[src/rtl/laser_scan.sv]
// Two-circle laser placement engine: buffers a frame of target points, then alternately re-optimises two radius-R circles.
// Optional LASER_COVER_OUT_EN adds the COVER port carrying the union coverage count.
module laser_scan #(
    parameter int NPTS     = 40,
    parameter int CW       = 4,
    parameter int R        = 4,
    parameter int LANES    = 8,
    parameter int MAX_PASS = 6
) (
    input  logic          CLK,
    input  logic          RST,
    input  logic [CW-1:0] X,
    input  logic [CW-1:0] Y,
    input  logic          valid,
    output logic          ready,
    output logic [CW-1:0] C1X,
    output logic [CW-1:0] C1Y,
    output logic [CW-1:0] C2X,
    output logic [CW-1:0] C2Y,
    output logic          DONE
`ifdef LASER_COVER_OUT_EN
    ,
    output logic [$clog2(NPTS+1)-1:0] COVER
`endif
);

    localparam int NBLK = NPTS / LANES;
    localparam int CNTW = $clog2(NPTS + 1);
    localparam int IW   = (NPTS > 1) ? $clog2(NPTS) : 1;
    localparam int BW   = (NBLK > 1) ? $clog2(NBLK) : 1;
    localparam int PW   = $clog2(MAX_PASS + 1);
    localparam int SQW  = 2 * CW + 2;
    localparam logic [SQW-1:0] R2 = SQW'(R * R);

    typedef enum logic [1:0] {READ, SCAN, PASS_END, FINISH} state_t;

    state_t state, next_state;

    logic [CW-1:0]   px [NPTS];
    logic [CW-1:0]   py [NPTS];
    logic [IW-1:0]   cnt;
    logic [CW-1:0]   cx, cy;
    logic [BW-1:0]   blk;
    logic [PW-1:0]   pass;
    logic [CNTW-1:0] acc, best_cnt, lane_cnt, total;
    logic [CW-1:0]   best_cx, best_cy, c1x, c1y, c2x, c2y;
    logic [NPTS-1:0] cand, cand_next, best_bm, bm1, bm2, excl;
    logic [IW-1:0]   idx;
    logic            hit, accept, last_blk, last_centre, same_centre, stop;

    // Signed differences are widened before squaring so no term can wrap.
    function automatic logic in_circle(input logic [CW-1:0] ax, input logic [CW-1:0] ay,
                                       input logic [CW-1:0] bx, input logic [CW-1:0] by);
        logic signed [CW:0]    dx, dy;
        logic signed [SQW-1:0] dxe, dye;
        logic [SQW-1:0]        d2;
        dx  = $signed({1'b0, ax}) - $signed({1'b0, bx});
        dy  = $signed({1'b0, ay}) - $signed({1'b0, by});
        dxe = {{(CW + 1){dx[CW]}}, dx};
        dye = {{(CW + 1){dy[CW]}}, dy};
        d2  = $unsigned(dxe * dxe) + $unsigned(dye * dye);
        return d2 <= R2;
    endfunction

`ifdef LASER_COVER_OUT_EN
    function automatic logic [CNTW-1:0] popcount(input logic [NPTS-1:0] v);
        logic [CNTW-1:0] n;
        n = '0;
        for (int i = 0; i < NPTS; i++) n = n + CNTW'(v[i]);
        return n;
    endfunction
`endif

    assign accept      = (state == READ) && valid && ready;
    assign last_blk    = (blk == BW'(NBLK - 1));
    assign last_centre = (cx == '1) && (cy == '1);
    assign total       = acc + lane_cnt;
    assign same_centre = pass[0] ? (best_cx == c2x && best_cy == c2y)
                                 : (best_cx == c1x && best_cy == c1y);
    assign stop        = ((pass >= PW'(2)) && same_centre) || (pass == PW'(MAX_PASS - 1));

    // Even passes place C1 against C2's bitmap, odd passes the reverse; pass 0 sees nothing.
    always_comb begin
        excl      = '0;
        cand_next = cand;
        lane_cnt  = '0;
        idx       = '0;
        hit       = 1'b0;
        if (pass != '0) excl = pass[0] ? bm1 : bm2;
        for (int i = 0; i < LANES; i++) begin
            idx            = IW'(int'(blk) * LANES + i);
            hit            = in_circle(px[idx], py[idx], cx, cy) && !excl[idx];
            cand_next[idx] = hit;
            lane_cnt       = lane_cnt + CNTW'(hit);
        end
    end

    always_ff @(posedge CLK or posedge RST) begin
        if (RST) state <= READ;
        else     state <= next_state;
    end

    always_comb begin
        next_state = state;
        case (state)
            READ:     if (accept && cnt == IW'(NPTS - 1)) next_state = SCAN;
            SCAN:     if (last_blk && last_centre) next_state = PASS_END;
            PASS_END: next_state = stop ? FINISH : SCAN;
            FINISH:   next_state = READ;
            default:  next_state = READ;
        endcase
    end

    always_ff @(posedge CLK or posedge RST) begin
        if (RST) begin
            for (int i = 0; i < NPTS; i++) begin
                px[i] <= '0;
                py[i] <= '0;
            end
            ready    <= 1'b0;
            DONE     <= 1'b0;
            C1X      <= '0;
            C1Y      <= '0;
            C2X      <= '0;
            C2Y      <= '0;
`ifdef LASER_COVER_OUT_EN
            COVER    <= '0;
`endif
            cnt      <= '0;
            cx       <= '0;
            cy       <= '0;
            blk      <= '0;
            pass     <= '0;
            acc      <= '0;
            cand     <= '0;
            best_cnt <= '0;
            best_cx  <= '0;
            best_cy  <= '0;
            best_bm  <= '0;
            c1x      <= '0;
            c1y      <= '0;
            c2x      <= '0;
            c2y      <= '0;
            bm1      <= '0;
            bm2      <= '0;
        end else begin
            ready <= (next_state == READ);
            DONE  <= 1'b0;
            case (state)
                READ: begin
                    if (accept) begin
                        px[cnt] <= X;
                        py[cnt] <= Y;
                        cnt     <= cnt + 1'b1;
                    end
                end
                SCAN: begin
                    cand <= cand_next;
                    if (last_blk) begin
                        blk <= '0;
                        acc <= '0;
                        // Strict compare keeps the earliest centre in raster order on ties.
                        if (total > best_cnt) begin
                            best_cnt <= total;
                            best_cx  <= cx;
                            best_cy  <= cy;
                            best_bm  <= cand_next;
                        end
                        cx <= cx + 1'b1;
                        if (cx == '1) cy <= cy + 1'b1;
                    end else begin
                        blk <= blk + 1'b1;
                        acc <= total;
                    end
                end
                PASS_END: begin
                    if (pass[0]) begin
                        c2x <= best_cx;
                        c2y <= best_cy;
                        bm2 <= best_bm;
                    end else begin
                        c1x <= best_cx;
                        c1y <= best_cy;
                        bm1 <= best_bm;
                    end
                    best_cnt <= '0;
                    best_cx  <= '0;
                    best_cy  <= '0;
                    best_bm  <= '0;
                    pass     <= pass + 1'b1;
                end
                FINISH: begin
                    C1X  <= c1x;
                    C1Y  <= c1y;
                    C2X  <= c2x;
                    C2Y  <= c2y;
`ifdef LASER_COVER_OUT_EN
                    COVER <= popcount(bm1 | bm2);
`endif
                    DONE <= 1'b1;
                    cnt  <= '0;
                    pass <= '0;
                    bm1  <= '0;
                    bm2  <= '0;
                end
                default: ;
            endcase
        end
    end

endmodule

[config.mk]
export PLATFORM = sky130hd
export DESIGN_NAME = laser_scan
export DESIGN_NICKNAME = d
export VERILOG_FILES = /design/src/rtl/laser_scan.sv
export SDC_FILE = /design/constraint.sdc
export NUM_CORES = 2
export LEC_CHECK = 0
export ABC_CLOCK_PERIOD_IN_PS = 18400
export BUFFER_PORTS_ARGS = -buffer_cell sky130_fd_sc_hd__buf_2
export CAP_MARGIN = 10
export CORE_MARGIN = 1.5
export CORE_UTILIZATION = 40
export CTS_CLUSTER_DIAMETER = 100
export DETAILED_ROUTE_END_ITERATION = 8
export SYNTH_ARGS = -nofsm -noshare
export SYNTH_HDL_FRONTEND = slang
export SYNTH_SLANG_ARGS = --single-unit
[constraint.sdc]
create_clock -name CLK -period 18.4 [get_ports CLK]
set_input_delay 0.92 -clock CLK [delete_from_list [all_inputs] [get_ports CLK]]
set_output_delay 0.92 -clock CLK [all_outputs]
set_load 0.005 [all_outputs]
==> impl_metrics.yaml <==
critical_path:
  startpoint: "blk[1]"
  cpPeakStageDelay_ns: 0.94
  r2r_slack_ns: 5.17
  cp.required_ns: 18.95
  cp_max_fo: 48
  crit_slowest_cell: "dfrtp_4"
  setup.worst_path.start_class: "register"
  cp-end-kind: "register"
  r2r_cells: 44
  criticalPathCategory: "register to register"
  crit_path_end: "best_bm[34]"
  rr_endpoint: "best_bm[34]"
  reg2reg_from: "blk[1]"
  arrival_ns: 13.77
  crit_path_frequent_cell: "fa_1"
pwr:
  power.density_nw_per_um2: 58.1
  p_total_w: 0.00253
  p_leak_nw: 21.7
  max-vdd-ir-drop_mv: 0.0699
routing:
  post-route-drc-count: 0
  dr.pass1.iters: 5
  drtIter0Drc: 1524
  routed-via-count: 26200
  wl_per_cell_um: 18.8
  ant_nets: 0
  avgViaCountPerCell: 5.18
  routed_wl_mm: 95.4
sta:
  hold_viol_final: 0
  min_period_ns: 13.23
  fmax_mhz: 75.6
  maxSlewViolCount: 0
  min_period_over_period: 0.719
  worst_pin_slew_ns: 1.06
  totalNegativeSetupSlack_ns: 0
  final-setup-viol-count: 0
  slew_headroom: 0.294
  fin_skew_ns: 0.0647
  grt_setup_unrepaired: "no"
floorplanning:
  initial_core_util: 0.405
  dieArea_um2: 102000
  placementRows: 115
  die_w_um: 320
  core_area_um2: 98900
  die_h_um: 320
  ios: 29
cts:
  htreeDepth: 2
  path_clk_slew_ns: 0.06
  clockRootBuffer: "clkbuf_16"
  cts_buffer_depth: 3
  cts_sinks: 556
  numCtsBuffers: 58
  postCtsHoldBufs: 0
  cts_resized: 0
  cts_setup_buffers: 0
  cts_tree: "done"
  clkLatencyLatePin_ns: 0.66
placed_design:
  placed_cells: 4956
  gp_congestion: 0.838
  hpwlAfterDp_mm: 67.4
  port_buffers: 28
synthesis:
  synth_cell_types: 72
  syn-cell-area_um2: 40100
  synth_async_sr_flop_share: 1.00
  synth_area_per_cell_um2: 10.7
  synth_top_cell_area_share: 0.347
  syn_nets: 4358
  synth_seq_cells: 556
  yosysSeqAreaShare: 0.347
  synthFlopType: "dfrtp_1"
  syn_inst: 3755
  yosysWarnings: 0
  synth_edf_count: 0
  yosysTopAreaCell: "dfrtp_1"
  ys_top_cells_by_area: "dfrtp_1, fa_1, mux2_2"
job:
  maxCapViolCount: 0
final_layout:
  area_growth_pct: 8.87
  layout_commonest_cell: "dfrtp_1"
  multi_input_area_um2: 23800
  most-common-layout-cells: "dfrtp_1, inv_1, nand2_1"
  stdcell_count: 5063
  fillers: 9198
  drive_gt1_frac: 0.162
  fin_nets: 4332
  seq_area_um2: 13900
  diodes: 0
global_routing:
  grt_overflow: 0
  grt_first_pass_wirelength_mm: 156
  gr-usage-all-layers: 0.192
  grt_start_max_net_pins: 172
  antenna_found_initial: 1
  grt_pass1_vias: 27600
worst_hold_path:
  hold_class: "input port to async pin"
outcome:
  status: "complete, no violations"
[cells by family after synthesis]
kind of cell	Yosys count	share of synthesized area
and+or+nand+nor	893	0.0993
buffers and inverters	631	0.0599
adders and majority gates	592	0.247
DFF	556	0.347
AOI/OAI and AO/OA	469	0.0755
muxes	444	0.134
xor gates and xnor gates	170	0.0375
[critical path, delay by kind of cell, from the launching register on]
family	cells	cell delay (ns)
XOR/XNOR	2	0.41
AO/OA/AOI/OAI	13	2.38
buffers and inverters	10	2.01
AND/OR/NAND/NOR	6	1.66
adder cells (fa/ha/maj)	13	5.61
flip-flops	1	0.94
[worst min-delay path by stage]
stage	start	end	slack, ns	cells past startpoint
finish	RST	py[75]	0.37	2
global route	RST	py[95]	0.48	2
CTS	RST	py[95]	0.41	2
detailed placement	C2X[2]	C2X[2]	0.46	2
global placement	C2X[2]	C2X[2]	0.46	2
floorplan	cand[32]	cand[32]	0.45	2
[layout make-up]
cell class / instances / share of cell area
Sequential cell: 556 / 0.319
Tap cell: 1287 / 0.0369
Clock buffer: 79 / 0.0374
Clock inverter: 28 / 0.0101
Timing Repair Buffer: 56 / 0.00832
Multi-Input combinational cell: 2568 / 0.546
Inverter: 489 / 0.0422
[power breakdown]
group	internal [W]	leakage [nW]	switching, W	total (W)
clock network	0.000751	1.01	0.000521	0.00127
registers	0.00122	7.52	0	0.00122
logic	0.00000240	13.1	0.0000377	0.0000401
total	0.00198	21.7	0.000559	0.00253
[sequential cells by signal, indices dropped and copies added (netlist names), 6 cells and up]
signal / flops
acc: 6
best_bm: 40
best_cnt: 6
bm1: 40
bm2: 40
cand: 40
cnt: 6
px: 160
py: 160
[per-stage QoR]
step | setup slack, ns | hold slack [ns] | utilization | area (um2)
finish | 5.17 | 0.374 | 0.441 | 43600
global route | 4.17 | 0.478 | 0.441 | 43600
CTS | 5.11 | 0.411 | 0.441 | 43600
detailed placement | 5.18 | 0.459 | 0.420 | 41600
global placement | 5.34 | 0.457 | 0.420 | 41600
floorplan | 1.93 | 0.448 | - | 40100
[metal layers]
layer	vias up	GRT usage	wire length (um)
li1	12400	-	-
met1	13400	0.278	46400
met2	402	0.313	44200
met3	106	0.0198	3140
met4	2	0.0354	1640
met5	-	0	13
[cell usage after synthesis, types with 7 or more instances]
master / number
a31oi_1: 10
inv_1: 488
xor2_1: 56
a22oi_1: 42
fa_1: 330
nand3_1: 35
nor3_1: 20
a211oi_1: 8
nand2b_1: 41
o22a_1: 10
nand4_1: 7
o21ai_0: 143
mux2i_1: 53
ha_1: 262
nand2_1: 424
buf_1: 10
mux4_2: 39
clkbuf_1: 114
buf_2: 15
a22o_1: 44
a21o_1: 42
nor2b_1: 27
or2_2: 19
dfrtp_1: 556
mux2_2: 351
o22ai_1: 29
xnor2_1: 113
a21oi_1: 94
nor2_1: 225
and2_1: 41
nor2_2: 15
and3_1: 8
Power figures use the tool's default switching activity.
